### config.mk
export PLATFORM = sky130hd
export DESIGN_NAME = uart_tx
export DESIGN_NICKNAME = d
export VERILOG_FILES = /design/src/rtl/uart_pkg.sv /design/src/rtl/uart_baud_cnt.sv /design/src/rtl/uart_tx.sv
export SDC_FILE = /design/constraint.sdc
export NUM_CORES = 1
export LEC_CHECK = 0
export BUFFER_PORTS_ARGS = -buffer_cell sky130_fd_sc_hd__buf_2
export CELL_PAD_IN_SITES_DETAIL_PLACEMENT = 1
export CELL_PAD_IN_SITES_GLOBAL_PLACEMENT = 2
export CORE_MARGIN = 2
export CORE_UTILIZATION = 40
export CTS_BUF_LIST = sky130_fd_sc_hd__clkbuf_16
export DETAILED_ROUTE_END_ITERATION = 12
export PLACE_DENSITY = 0.82
export SYNTH_ARGS = -nofsm -noshare
export SYNTH_HDL_FRONTEND = slang
export SYNTH_SLANG_ARGS = --single-unit
export TNS_END_PERCENT = 5
### constraint.sdc
create_clock -name clk -period 4.9 [get_ports clk]
set_clock_uncertainty 0.2 [all_clocks]
set_input_delay 0.98 -clock clk [delete_from_list [all_inputs] [get_ports clk]]
set_output_delay 0.98 -clock clk [all_outputs]
set_load 0.03 [all_outputs]
### src/rtl/uart_pkg.sv
// Shared types and constants for the UART transmitter.
package uart_pkg;
  typedef enum logic [2:0] {IDLE, START, DATA, STOP, PARITY} uart_tx_state_e;
  localparam int   DATA_BITS  = 8;
  localparam logic IDLE_LEVEL = 1'b1;
endpackage

### src/rtl/uart_baud_cnt.sv
// Bit-period counter. o_bit_done is high on the last clock of each bit period;
// i_clr holds the count at zero.
module uart_baud_cnt #(
  parameter int CLKS_PER_BIT = 16
) (
  input  logic clk,
  input  logic reset,
  input  logic i_clr,
  output logic o_bit_done
);
  localparam int CNT_W = (CLKS_PER_BIT > 1) ? $clog2(CLKS_PER_BIT) : 1;
  localparam logic [CNT_W-1:0] LAST = CNT_W'(CLKS_PER_BIT - 1);

  logic [CNT_W-1:0] r_cnt;
  logic             w_last;

  assign w_last     = (r_cnt == LAST);
  assign o_bit_done = w_last && !i_clr;

  always_ff @(posedge clk or negedge reset) begin
    if (!reset)      r_cnt <= '0;
    else if (i_clr)  r_cnt <= '0;
    else if (w_last) r_cnt <= '0;
    else             r_cnt <= r_cnt + 1'b1;
  end
endmodule

### src/rtl/uart_tx.sv
// 8N1 UART transmitter with registered tx/busy.
// Define UART_TX_PARITY_EN to insert an even-parity bit between data and stop.
module uart_tx
  import uart_pkg::*;
#(
  parameter int CLKS_PER_BIT = 16
) (
  input  logic       clk,
  input  logic       reset,
  input  logic       start,
  input  logic [7:0] data_in,
  output logic       tx,
  output logic       busy
);
  localparam int IDX_W = $clog2(DATA_BITS);
  localparam logic [IDX_W-1:0] LAST_IDX = IDX_W'(DATA_BITS - 1);

  uart_tx_state_e       r_state;
  logic [DATA_BITS-1:0] r_shift;
  logic [IDX_W-1:0]     r_bit_idx;
  logic                 r_tx;
  logic                 r_busy;
  logic                 w_bit_done;
  logic                 w_cnt_clr;

  // Counter sits at zero while idle so START gets a full bit period.
  assign w_cnt_clr = (r_state == IDLE);

  uart_baud_cnt #(.CLKS_PER_BIT(CLKS_PER_BIT)) u_baud (
    .clk        (clk),
    .reset      (reset),
    .i_clr      (w_cnt_clr),
    .o_bit_done (w_bit_done)
  );

  always_ff @(posedge clk or negedge reset) begin
    if (!reset) begin
      r_state   <= IDLE;
      r_shift   <= '0;
      r_bit_idx <= '0;
      r_tx      <= IDLE_LEVEL;
      r_busy    <= 1'b0;
    end else begin
      case (r_state)
        IDLE: begin
          r_tx   <= IDLE_LEVEL;
          r_busy <= 1'b0;
          if (start) begin
            r_shift   <= data_in;
            r_bit_idx <= '0;
            r_tx      <= 1'b0;
            r_busy    <= 1'b1;
            r_state   <= START;
          end
        end
        START: if (w_bit_done) begin
          r_tx      <= r_shift[0];
          r_bit_idx <= '0;
          r_state   <= DATA;
        end
        DATA: if (w_bit_done) begin
          if (r_bit_idx == LAST_IDX) begin
`ifdef UART_TX_PARITY_EN
            r_tx    <= ^r_shift;
            r_state <= PARITY;
`else
            r_tx    <= IDLE_LEVEL;
            r_state <= STOP;
`endif
          end else begin
            r_tx      <= r_shift[r_bit_idx + 1'b1];
            r_bit_idx <= r_bit_idx + 1'b1;
          end
        end
`ifdef UART_TX_PARITY_EN
        PARITY: if (w_bit_done) begin
          r_tx    <= IDLE_LEVEL;
          r_state <= STOP;
        end
`endif
        STOP: if (w_bit_done) begin
          r_busy  <= 1'b0;
          r_state <= IDLE;
        end
        default: begin
          r_tx    <= IDLE_LEVEL;
          r_busy  <= 1'b0;
          r_state <= IDLE;
        end
      endcase
    end
  end

  assign tx   = r_tx;
  assign busy = r_busy;
endmodule

* Word-level counts from Yosys, hierarchy flattened
Cells that the tools add are included.
** Storage, ports and cells
- Register bits after elaboration :: 20
- Input bits :: 11
** Cells by class
- Magnitude comparators :: 1
- Multiplexer cells :: 22
- Reductions and logical operators :: 10
- Equal/unequal tests :: 11
- Bitwise gates (word level) :: 2
- Add/sub/neg operators :: 2
** Operators by type and width (number)
- 3-bit two-way mux :: 8
- 3-bit case mux with 4 select lines :: 1
- 5-bit AND reduction :: 2
- 3-bit case mux with 3 select lines :: 1
- 4-bit two-way mux :: 2
- 1-bit two-way mux :: 7
- 3-bit by 2-bit equality test with 1-bit output (second input constant) :: 2
- 2-bit by 1-bit != test with 1-bit output (second input constant) :: 3
- 2-bit != test (second input constant) :: 3
- 4-bit by 1-bit adder with 4-bit output (second input constant) :: 1
- 4-bit equality test (second input constant) :: 1
- 3-bit by 4-bit < comparator with 1-bit output (second input constant) :: 1
- 1-bit case mux with 4 select lines :: 1
- 2-bit AND reduction :: 2
- 3-bit by 1-bit adder with 3-bit output (second input constant) :: 1
- 1-bit binary-select mux with 3-bit select :: 1
- 3-bit by 1-bit equality test with 1-bit output (second input constant) :: 1
- 3-bit equality test (second input constant) :: 1
- 3-bit logical NOT :: 1
- 1-bit case mux with 3 select lines :: 1
- 3-bit AND reduction :: 1
- 3-bit nonzero test :: 1
- 1-bit NOT :: 2
- 2-bit OR reduction :: 1
- other kinds (2) :: 2

* Logic depth before layout (Yosys ltp)
Gate-level depths: netlist (run 1).
- Word-level depth :: 6
- Mapped depth :: 7
- Mapped depth without buffers :: 6

* Cells and area by module
A second synthesis (run 1) with hierarchy kept.
** Unflattened totals
- Cells, all modules :: 76
- Area total of the unflattened synthesis :: 980.9 µm²
** Modules (own cells, without submodules)
- uart_tx :: cells each 60, sequential area each 376.6 µm², area each 802.0 µm², times used 1
- uart_baud_cnt :: cells each 16, sequential area each 100.1 µm², area each 178.9 µm², times used 1

* Worst setup path after synthesis (run 1)
No wires, ideal clock.
- Path type :: register to register
- Start point :: register r_state[0]
- End point :: register r_state[1]
- Data arrival time :: 1765 ps
- Data required time :: 4572 ps
- Cell stages (with the launch flop) :: 8
- Slack :: 2807 ps
- Path buffers :: 1
- Cell sequence :: dfrtp_1 > inv_1 > ha_1 > clkbuf_1 > nand4b_4 > a221o_1 > a21oi_2 > mux2_1
** On the way
- Longest elaborated chain between the ends :: 5
- Elaborated cells on any way between the ends :: 13
- Those cells by class :: 8 x eq/ne; 1 x mux; 4 x reduce/logical
** RTL lines
- start: declaration :: RTL line uart_tx.sv:18 : uart_tx_state_e r_state;
- start signal: assignment :: RTL line uart_tx.sv:38 : r_state <= IDLE;
- start signal: assignment :: RTL line uart_tx.sv:53 : r_state <= START;
- start signal: assignment :: RTL line uart_tx.sv:59 : r_state <= DATA;
- 3-bit logical NOT :: RTL line uart_tx.sv:27, uart_tx.sv:44
- 1-bit logical NOT :: RTL line uart_baud_cnt.sv:18 : assign o_bit_done = w_last && !i_clr;
- 1-bit logical AND :: RTL line uart_baud_cnt.sv:18
- 2-bit by 1-bit != test with 1-bit output (no line)
- 5-bit AND reduction (no line)
Parallel ways exist; a longest one is shown, timed or not.
A chain may end at the register's enable or synchronous reset.

* Final worst setup path (run 1)
Ends and elaborated chain as after synthesis.

==> reports/results.tsv, run 1 <==
metric	value	unit
status	complete, no violations	
CTS sink cnt	19	
Synth Warn #	0	
fin crit period	2.25	ns
layout net count	119	
Skew-Pair Late Insertion Delay	0.25	ns
IO Pins	13	
setup TNS	0	ns
IO Port Bufs	12	
die width	54.5	um
Net Count, Synth	103	
antenna violations before repair	0	
antenna violation net count after detailed routing	0	
Finish-stage setup viols	0	
Max Slew Vio Count	0	
post-CTS setup buffers	0	
vias in the first global route	702	
crit path max fanout	7	
PD cells	279	mW/mm^2
TritonCTS clock tree	done	
Final HPWL DP	1490	um
CP cell instances	inv_1 > ha_1 > or2_1 > a221o_1 > a21oi_2 > mux2_1	
Row Count	18	
#FFs+latches synth	19	
CP endpoint	r_state[1]	
Yosys cell types	31	
Placer Congestion	0.838	
delay-heaviest family, CP	compound AO/OA/AOI/OAI gates	
Die Area	0.00297	mm^2
Detailed Routing Iterations Pass 1	4	
mapped cell area	0.00102	mm^2
total global routing track utilization	15.7	%
worst hold slack	0.307	ns
Leakage	0.000608	uW
post-layout util	48.6	%
Worst R2R Path Depth	6	
routed wire length	2010	um
HP Class	reg -> reg	
origin of the worst setup path	r_state[0]	
H-Tree Level Count	1	
RSZ-0062 raised after global routing	no	
# diodes	0	
layout cells sized above 1	32.3	%
kind of critical path	reg -> reg	
hold_buf cts	0	
core area	0.00245	mm^2
Mapped Cells	84	
CP required	4.83	ns
WL/cell	15.6	um
syn_area_per_cell	12.1	um^2
first-iteration detailed-routing DRC count	11	
Startpoint Class	flip-flop	
DIE HEIGHT	54.5	um
residual DRC count	0	
sequential-to-total area share from yosys stat	46.8	%
Initial Utilization	41.5	%
R2R setup slack	2.65	ns
fillers	261	
max-cap violation count	0	
Worst path depth	6	
CTS Buffer Depth	2	
period utilisation layout	46.0	%
first-pass GRT wire length	3240	um
post_cts resized	0	
via count	701	
synth-to-layout area growth	17.1	%
HP Start	tx	
reg2reg start	r_state[0]	
Hold Path Depth	2	
CP bufs+invs	1	
Rel. slew slack	70.5	%
final hold vios	0	
Worst path slowest cell	dfrtp_1	
largest net degree at the start of global routing	20	
Worst EP arrival	2.19	ns
Clock Root Buffer	clkbuf_16	
Achievable Freq	444	MHz
actual slew at the worst max-slew pin	0.442	ns
worst r2r dst	r_state[1]	
CP max stage delay	0.40	ns
Peak VDD IR	249	uV
Worst-path clk slew	0.06	ns
total CTS buffers	3	
Remaining Overflow, GRT	0	
via/cell ratio	5.43	
crit end category	flip-flop	
## how the worst min path moves through the flow
stage                 endpoint  slack (ns)
2_1_floorplan  u_baud.r_cnt[0]        0.26
3_3_place_gp   u_baud.r_cnt[0]        0.29
3_5_place_dp   u_baud.r_cnt[0]        0.30
4_1_cts        u_baud.r_cnt[0]        0.31
5_1_grt        u_baud.r_cnt[0]        0.32
6_report                    tx        0.31
## metal layers
| metal | share of wire, % | GRT usage (%) |
|---|---|---|
| met5 | 0 | 0 |
| met4 | 0 | 3.33 |
| met3 | 3.5 | 6.01 |
| met2 | 50 | 25.3 |
| met1 | 47 | 20.1 |
## cells in the mapped netlist
cell / count / area share (%)
mux2_1: 1 / 1.1
o41ai_2: 1 / 1.6
a31oi_1: 1 / 0.61
a211o_1: 1 / 0.86
a22o_1: 2 / 1.7
and2_4: 1 / 0.86
xnor2_1: 1 / 0.86
a221o_1: 1 / 0.98
mux2_2: 8 / 8.8
or2_1: 1 / 0.61
nor2b_1: 2 / 1.2
a21oi_1: 4 / 2.0
a21oi_2: 1 / 0.86
nand4b_4: 1 / 2.3
nand2_1: 6 / 2.2
nor2_1: 3 / 1.1
or2_2: 1 / 0.61
clkbuf_1: 1 / 0.37
mux2i_1: 4 / 3.9
inv_1: 5 / 1.8
dfrtp_1: 18 / 44
mux4_2: 1 / 2.2
a211oi_1: 1 / 0.74
a22o_2: 1 / 0.98
dfstp_2: 1 / 2.6
o21ai_0: 4 / 2.0
nor3b_1: 1 / 0.74
nand4b_1: 1 / 0.86
a311oi_1: 1 / 0.86
ha_1: 8 / 9.8
nor3_1: 1 / 0.49
## cells by family (layout without fill, tap and decap cells)
group | Yosys count | count (layout) | share of synthesized area (%)
flops | 19 | 19 | 46.8
compound gates | 18 | 18 | 13.1
simple gates | 18 | 18 | 11.1
mux | 14 | 14 | 16.1
fa+ha+maj | 8 | 8 | 9.83
buf+inv | 6 | 21 | 2.21
xor+xnor | 1 | 1 | 0.860
## flip-flops by register name, indices dropped and copies added (netlist names)
register	count
r_shift	8
u_baud.r_cnt	4
r_bit_idx	3
r_state	2
busy	1
tx	1
## cells in the final DEF (no fill, tap or decap), types with 2 or more instances in the layout
cell        n
ha_1        8
nor2b_1     2
o21ai_0     4
inv_1       5
mux2_2      8
a22o_1      2
nand2_1     6
nor2_1      3
mux2i_1     4
buf_2      12
clkbuf_16   3
dfrtp_1    18
a21oi_1     4
## final cells by class
class                           count  area [um^2]  share of cell area (%)
Clock buffer                        3         75.1                    6.30
Timing Repair Buffer               12         60.1                    5.04
Multi-Input combinational cell     59          519                    43.5
Clock inverter                      1         5.00                   0.420
Tap cell                           30         37.5                    3.15
Inverter                            5         18.8                    1.57
Sequential cell                    19          477                    40.0
## tightest hold or removal path, delay by kind of cell (launching register included)
kind / cells / cell delay (ns)
flip-flops: 1 / 0.37
AND/OR/NAND/NOR: 1 / 0.09
AO/OA/AOI/OAI: 1 / 0.05
## where the power goes
part | total [uW] | switching (uW) | internal (uW)
Clock | 169 | 59.9 | 109
Sequential | 157 | 0 | 157
Combinational | 6.83 | 4.02 | 2.81
Total | 333 | 63.9 | 269
## metrics by stage
stage	std cells	setup slack (ns)	power, uW	instance area (um^2)
2_1_floorplan	84	2.81	160	1020
5_1_grt	129	2.51	344	1190
3_3_place_gp	125	2.71	167	1110
3_5_place_dp	125	2.64	167	1110
6_report	129	2.65	333	1190
4_1_cts	129	2.63	338	1190
Power figures use the tool's default switching activity.
==> inputs of run 2 (changes only) <==
--- a/config.mk
+++ b/config.mk
@@ -9,10 +9,10 @@
 export CELL_PAD_IN_SITES_DETAIL_PLACEMENT = 1
 export CELL_PAD_IN_SITES_GLOBAL_PLACEMENT = 2
 export CORE_MARGIN = 2
-export CORE_UTILIZATION = 40
+export CORE_UTILIZATION = 37
 export CTS_BUF_LIST = sky130_fd_sc_hd__clkbuf_16
 export DETAILED_ROUTE_END_ITERATION = 12
-export PLACE_DENSITY = 0.82
+export PLACE_DENSITY = 0.77
 export SYNTH_ARGS = -nofsm -noshare
 export SYNTH_HDL_FRONTEND = slang
 export SYNTH_SLANG_ARGS = --single-unit
==> constraint.sdc (replaced) <==
create_clock -name clk -period 2.2 [get_ports clk]
set_clock_uncertainty 0.2 [all_clocks]
set_input_delay 0.44 -clock clk [delete_from_list [all_inputs] [get_ports clk]]
set_output_delay 0.44 -clock clk [all_outputs]
set_load 0.03 [all_outputs]
==> run 2 against run 1 <==
Compared with the run above:
- wire length increased by 4.3%
- critical path depth unchanged
- total power is 120% higher
- sequential share of layout area fell by 1.6 points
- setup slack got worse by 2.6 ns
- cell count rose by 5.4%
- via count is 3.9% higher
- largest cell class unchanged
- worst hold slack worse by 0.089 ns
- first-iteration DRC count down 18%
- clock power increased by 120%
==> reports/results.tsv, run 2 (synthesis results as in run 1) <==
metric	value	unit
Worst-path clk slew	0.06	ns
setup TNS	0	ns
crit end category	flip-flop	
Detailed Routing Iterations Pass 1	4	
Finish-stage setup viols	0	
Skew-Pair Late Insertion Delay	0.25	ns
Achievable Freq	471	MHz
first-pass GRT wire length	3680	um
total global routing track utilization	15.2	%
residual DRC count	0	
total CTS buffers	3	
actual slew at the worst max-slew pin	0.446	ns
commonest non-fill, non-tap cell in the layout	dfrtp_1	
layout net count	125	
die width	56.5	um
post-layout util	46.2	%
fillers	284	
Peak VDD IR	362	uV
via/cell ratio	5.35	
crit path max fanout	4	
core area	0.00269	mm^2
CTS sink cnt	19	
layout cells sized above 1	35.2	%
fin worst setup slack	0.0770	ns
Rel. slew slack	70.3	%
kind of critical path	reg -> reg	
via count	728	
Max Slew Vio Count	0	
Row Count	19	
fin crit period	2.12	ns
TritonCTS clock tree	done	
final hold vios	0	
# diodes	0	
IO Port Bufs	12	
Final HPWL DP	1570	um
largest net degree at the start of global routing	20	
Top reg by flops	r_shift	
CP required	2.13	ns
vias in the first global route	817	
IO Pins	13	
Worst EP arrival	2.05	ns
synth-to-layout area growth	21.9	%
Startpoint Class	flip-flop	
H-Tree Level Count	1	
first-iteration detailed-routing DRC count	9	
period utilisation layout	96.5	%
most frequent cells in the layout	18 x dfrtp_1, 12 x buf_2, 8 x mux2_2, 8 x ha_1, 6 x nand2_1	
CTS Buffer Depth	2	
Initial Utilization	37.9	%
antenna violations before repair	0	
DIE HEIGHT	56.5	um
max reg flops	8	
post-place setup slack	0.0898	ns
WL/cell	15.4	um
Leakage	0.000637	uW
antenna violation net count after detailed routing	0	
routed wire length	2100	um
biggest regs	r_shift (8), u_baud.r_cnt (4), r_bit_idx (3)	
HP Class	in -> reg	
Placer Congestion	0.677	
Remaining Overflow, GRT	0	
status	complete, no violations	
RSZ-0062 raised after global routing	no	
max-cap violation count	0	
PD cells	601	mW/mm^2
Die Area	0.00319	mm^2
Clock Root Buffer	clkbuf_16	
## run 2: cell count changes in the layout (fill, tap and decap cells not counted)
cell,before,now
dlygate4sd3_1,0,1
buf_4,0,5
## run 2: path summary, 6_finish.rpt
| kind | from | to | slack, ns | depth (start not counted) |
|---|---|---|---|---|
| worst min-delay path | data_in[7] | r_shift[7] | 0.22 | 2 |
| worst min register to register | tx | tx | 0.30 | 2 |
| min in group asynchronous | reset | u_baud.r_cnt[2] | 0.47 | 2 |
| worst max-delay path | r_state[0] | r_state[1] | 0.08 | 6 |
| worst max register to register | r_state[0] | r_state[1] | 0.08 | 6 |
| max in group asynchronous | reset | tx | 1.00 | 2 |
## run 2: final cells by class
cell class	count	area [um^2]	share of cell area, %
clock buffer	3	75.1	6.05
clock inverter	1	5.00	0.403
inverter	5	18.8	1.51
multi-input combinational	59	519	41.8
sequential	19	477	38.4
tap	31	38.8	3.13
timing repair buffer	18	108	8.67
## run 2: report_power, final
| part | internal, uW | total (uW) | switching [uW] |
|---|---|---|---|
| sequential | 350 | 350 | 0 |
| clock | 244 | 380 | 136 |
| combinational | 7.44 | 16.9 | 9.43 |
| total | 601 | 746 | 145 |
## run 2: routing by layer
metal / track usage [%] / vias to the layer above / share of wire (%)
met2: 26.2 / 8 / 50
met3: 2.30 / 5 / 2.4
li1: - / 347 / -
met4: 7.14 / 0 / 2.0
met5: 0 / - / 0
met1: 18.2 / 368 / 45
## run 2: critical path, stage by stage, from the launching register on
cell and delay [ns]:
dfrtp_1 0.39, inv_1 0.09, ha_1 0.21, or2_1 0.26, a221o_1 0.34, a21oi_2 0.16
mux2_1 0.34
## run 2: what timing repair did
action | 4_1_cts | 5_1_grt
hold buffers | 1 | 0
resized for setup | 0 | 0
endpoints found under the setup margin | 0 | 0
setup buffers | 0 | 0
endpoints found under the hold margin | 18 | 0
## run 2: metrics by stage
step                      power [uW]  std cells  cell area [um^2]  hold slack (ns)
after global placement           371        131              1150            0.206
after CTS                        756        136              1240            0.217
after detailed placement         372        131              1150            0.217
after floorplan                  356         84              1020          -0.0556
after global routing             776        136              1240            0.222
final                            746        136              1240            0.218
